File: config.mk
export PLATFORM = sky130hd
export DESIGN_NAME = x_serial_tx
export DESIGN_NICKNAME = d
export VERILOG_FILES = /design/src/rtl/x_serial_tx.sv
export SDC_FILE = /design/constraint.sdc
export NUM_CORES = 1
export LEC_CHECK = 0
export CAP_MARGIN = 20
export CORE_ASPECT_RATIO = 0.6
export CORE_MARGIN = 2
export CORE_UTILIZATION = 35
export DETAILED_ROUTE_END_ITERATION = 8
export PLACE_DENSITY = 0.55
export REMOVE_ABC_BUFFERS = 1
export SETUP_SLACK_MARGIN = 0.3
export SYNTH_ARGS = -nofsm -noshare
export SYNTH_HDL_FRONTEND = slang
export SYNTH_SLANG_ARGS = --single-unit
File: constraint.sdc
create_clock -name clk -period 2.77 [get_ports clk]
set_input_delay 0.277 -clock clk [delete_from_list [all_inputs] [get_ports clk]]
set_output_delay 0.277 -clock clk [all_outputs]
set_load 0.02 [all_outputs]
File: src/rtl/x_serial_tx.sv
// Framed serial transmitter for a 16-bit word: start bit, 16 data bits LSB
// first, even parity bit, stop bit, each held for CLKS_PER_BIT clocks.
module x_serial_tx #(
  parameter int unsigned CLKS_PER_BIT = 4
) (
  input  logic        clk,
  input  logic        rst,
  input  logic [15:0] in,
  input  logic        start,
  output logic        tx,
  output logic        busy,
  output logic        done
);

  typedef enum logic [2:0] {
    IDLE   = 3'd0,
    START  = 3'd1,
    DATA   = 3'd2,
    PARITY = 3'd3,
    STOP   = 3'd4
  } state_t;

  localparam logic [7:0] DIV_LAST = 8'(CLKS_PER_BIT - 1);

  function automatic logic even_parity(input logic [15:0] word);
    return ^word;
  endfunction

  state_t      state_r;
  logic [15:0] shift_r;
  logic [7:0]  div_r;
  logic [3:0]  bit_r;
  logic        parity_r;
  logic        bit_end_s;

  assign bit_end_s = (div_r == DIV_LAST);

  // Frame sequencer; tx is loaded one bit ahead so it changes exactly on the bit boundary.
  always_ff @(posedge clk or negedge rst) begin
    if (!rst) begin
      state_r  <= IDLE;
      shift_r  <= 16'd0;
      div_r    <= 8'd0;
      bit_r    <= 4'd0;
      parity_r <= 1'b0;
      tx       <= 1'b1;
      busy     <= 1'b0;
      done     <= 1'b0;
    end else begin
      done <= 1'b0;
      case (state_r)
        IDLE: begin
          tx   <= 1'b1;
          busy <= 1'b0;
          if (start) begin
            shift_r  <= in;
            parity_r <= even_parity(in);
            div_r    <= 8'd0;
            bit_r    <= 4'd0;
            tx       <= 1'b0;
            busy     <= 1'b1;
            state_r  <= START;
          end
        end
        START: begin
          if (bit_end_s) begin
            div_r   <= 8'd0;
            tx      <= shift_r[0];
            state_r <= DATA;
          end else begin
            div_r <= div_r + 8'd1;
          end
        end
        DATA: begin
          if (bit_end_s) begin
            div_r   <= 8'd0;
            shift_r <= {1'b0, shift_r[15:1]};
            bit_r   <= bit_r + 4'd1;
            if (bit_r == 4'd15) begin
              tx      <= parity_r;
              state_r <= PARITY;
            end else begin
              tx <= shift_r[1];
            end
          end else begin
            div_r <= div_r + 8'd1;
          end
        end
        PARITY: begin
          if (bit_end_s) begin
            div_r   <= 8'd0;
            tx      <= 1'b1;
            state_r <= STOP;
          end else begin
            div_r <= div_r + 8'd1;
          end
        end
        STOP: begin
          if (bit_end_s) begin
            div_r   <= 8'd0;
            tx      <= 1'b1;
            busy    <= 1'b0;
            done    <= 1'b1;
            state_r <= IDLE;
          end else begin
            div_r <= div_r + 8'd1;
          end
        end
        default: begin
          tx      <= 1'b1;
          busy    <= 1'b0;
          state_r <= IDLE;
        end
      endcase
    end
  end

endmodule
==> flow_summary_export.csv <==
group,metric,value,unit
clocking,cts_resized,0,
placed_design,place.gp.congestion,0.788,
floorplanning,die_x,101,um
sta,rsz0062_at_grt,"no",
finish,drive_gt1_frac,0.162,
synth,ys_ff_latch,35,
synth,yosys_warnings,0,
synth,async_flop_share,1.00,
synth,synth_top_area_share,0.434,
sta,holdWs,76.3,ps
floorplanning,coreArea,5490,um2
synth,synth_area,1960,um2
sta,setup_viol,0,
sta,relSlewSlack,0.461,
detailed_routing,antenna_left,0,
clocking,root_buffer,"clkbuf_8",
finish,antennaDiodeCount,0,
synth,synth_cell_type_count,41,
pwr,irDropWorstVdd,0.363,mV
worst_setup_path,r2r_slack,600,ps
placed_design,hpwl,2.74,mm
synth,synth_most_common_cell,"dfrtp_1",
detailed_routing,vias,1325,
floorplanning,die_area,6230,um2
pwr,power_density,967,nW/um2
grt,grt-ovfl-total,0,
detailed_routing,vias_per_cell,4.75,
sta,fmax,0.461,GHz
sta,period_share,0.782,
grt,grt_pass1_vias,1234,
placed_design,preCtsSetupSlack,616,ps
floorplanning,rows,21,
grt,antenna_found_initial,0,
worst_setup_path,worstReg2RegStart,"div_r[1]",
synth,synth_edf_count,0,
worst_setup_path,reg2reg_depth,7,
pwr,p_total,2.22,mW
detailed_routing,drc,0,
clocking,worstSkewPairLatency,290,ps
worst_setup_path,start_kind,"flip-flop",
worst_setup_path,worst-setup-path-type,"reg -> reg",
worst_setup_path,cp_max_fo,21,
detailed_routing,wl,3.82,mm
synth,synth.area.top_cells,"dfrtp_1 (43%), mux2i_1 (8.2%), xnor2_1 (7.2%)",
synth,syn_inst,188,
placed_design,dpl_cell_area,2220,um2
clocking,clock-sinks,35,
synth,avgSynthCellArea,10.4,um2
pwr,p_leak,0.929,nW
worst_setup_path,cp.arrival,2380,ps
sta,worstMarginPinSlew,808,ps
grt,grtUsageTotal,0.136,
clocking,cts_max_path_buffers,2,
synth,yosysSeqAreaShare,0.448,
finish,nFillCells,536,
synth,synth_commonest_cells,"dfrtp_1 (34), nor2_1 (28), mux2i_1 (16), xnor2_1 (16), a21oi_2 (13)",
status,status,"finished clean",
floorplanning,start_util,0.357,
sta,finalHoldViolCount,0,
sta,slew_viol_final,0,
synth,synthFlopType,"dfrtp_1",
placed_design,io_buffers,21,
worst_setup_path,worstReg2RegEnd,"shift_r[2]",
finish,nets,230,
clocking,cts_max_level,2,
sta,tns,0,ps
grt,grt_pass1_wl,6.42,mm
floorplanning,die-height,62.0,um
sta,fin_ws,603,ps
detailed_routing,wl_per_cell,13.7,um
floorplanning,num_io_pins,22,
finish,postLayoutCellArea,2300,um2
clocking,cts_tree,"done",
job,max_cap_violations,0,
detailed_routing,drtPass1Iterations,4,
synth,synth_area_leader_cell,"dfrtp_1",
clocking,clkTransAtPathRegs,70,ps
worst_hold_path,min_path_type,"in -> async",
clocking,post-cts-setup-buffer-count,0,
clocking,cts_buffers,5,
worst_setup_path,endpoint_kind,"flip-flop",
grt,grt_max_degree,36,
sta,finClkSkew,7.68,ps
finish,area_growth,17.4,%
worst_setup_path,cp_data_required_time,2990,ps
clocking,cts_hold_buf,0,
sta,period_minus_slack,2170,ps
detailed_routing,drt-initial-drc-count,130,
-- state kept, by name, summed over array words and instances (netlist names) --
signal / count
bit_r: 4
state_r: 3
shift_r: 16
div_r: 8
parity_r: 1
busy: 1
done: 1
tx: 1
-- final cells by class --
type                            count  area, um2  share of cell area
Inverter                            4       15.0             0.00653
Clock inverter                      3       15.0             0.00653
Tap cell                           69       86.3              0.0375
Timing Repair Buffer               24        228              0.0990
Sequential cell                    35        877               0.381
Clock buffer                        5       68.8              0.0299
Multi-Input combinational cell    139       1010               0.439
-- cells in the final DEF (no fill, tap or decap), types with 2 or more instances in the layout --
cell type / Yosys / routed
a21oi_1: 6 / 6
a21oi_2: 13 / 13
and3_1: 2 / 2
buf_4: 1 / 3
clkbuf_8: 0 / 5
clkdlybuf4s50_1: 0 / 20
clkinv_2: 0 / 3
dfrtp_1: 34 / 34
ha_1: 2 / 2
inv_1: 4 / 4
mux2_2: 2 / 2
mux2i_1: 16 / 16
nand2_1: 9 / 9
nand3_1: 5 / 5
nand4_1: 4 / 4
nor2_1: 28 / 28
nor2b_1: 2 / 2
o21ai_0: 6 / 6
xnor2_1: 16 / 16
xor2_1: 9 / 9
-- report_power, final --
group	internal, mW	total (mW)	switching, mW
Sequential	0.717	0.928	0.211
Clock	0.172	0.364	0.192
Combinational	0.438	0.932	0.494
Total	1.33	2.22	0.896
-- cells by family after synthesis --
group | after synthesis | synth area share
multiplexers | 18 | 0.0932
adder cells (fa/ha/maj) | 2 | 0.0128
buffers and inverters | 14 | 0.0370
AO/OA/AOI/OAI | 34 | 0.130
flip-flops | 35 | 0.448
XOR/XNOR | 25 | 0.112
AND/OR/NAND/NOR | 60 | 0.168
-- metrics by stage --
| stage | utilization | std cells |
|---|---|---|
| floorplan | - | 178 |
| global placement | 0.404 | 271 |
| detailed placement | 0.404 | 271 |
| CTS | 0.419 | 279 |
| global route | 0.419 | 279 |
| finish | 0.419 | 279 |
-- worst max-delay path, stage by stage (launching register included) --
cell and delay [ps]:
dfrtp_1 430, ha_1 230, or4b_4 500, o21ba_2 270, nor3_4 160, buf_4 300
nor2_1 80, a21oi_2 110
-- metal layers --
| layer | vias up | track usage | wire length, um | part of all wire |
|---|---|---|---|---|
| met5 | - | 0 | 0 | 0 |
| met4 | 0 | 0.0411 | 40 | 0.010 |
| met3 | 4 | 0.0403 | 114 | 0.030 |
| met2 | 20 | 0.150 | 1300 | 0.34 |
| met1 | 605 | 0.232 | 2360 | 0.62 |
| li1 | 696 | - | - | - |
-- worst max path at each step --
stage	endpoint	slack, ps	depth (start not counted)	start
after floorplan	bit_r[0]	-220	4	state_r[1]
after global placement	shift_r[0]	670	7	div_r[1]
after detailed placement	shift_r[0]	620	7	div_r[1]
after CTS	shift_r[1]	600	7	div_r[1]
after global routing	shift_r[15]	470	6	div_r[1]
final	shift_r[2]	600	7	div_r[1]
(Power assumes the default switching activity.)
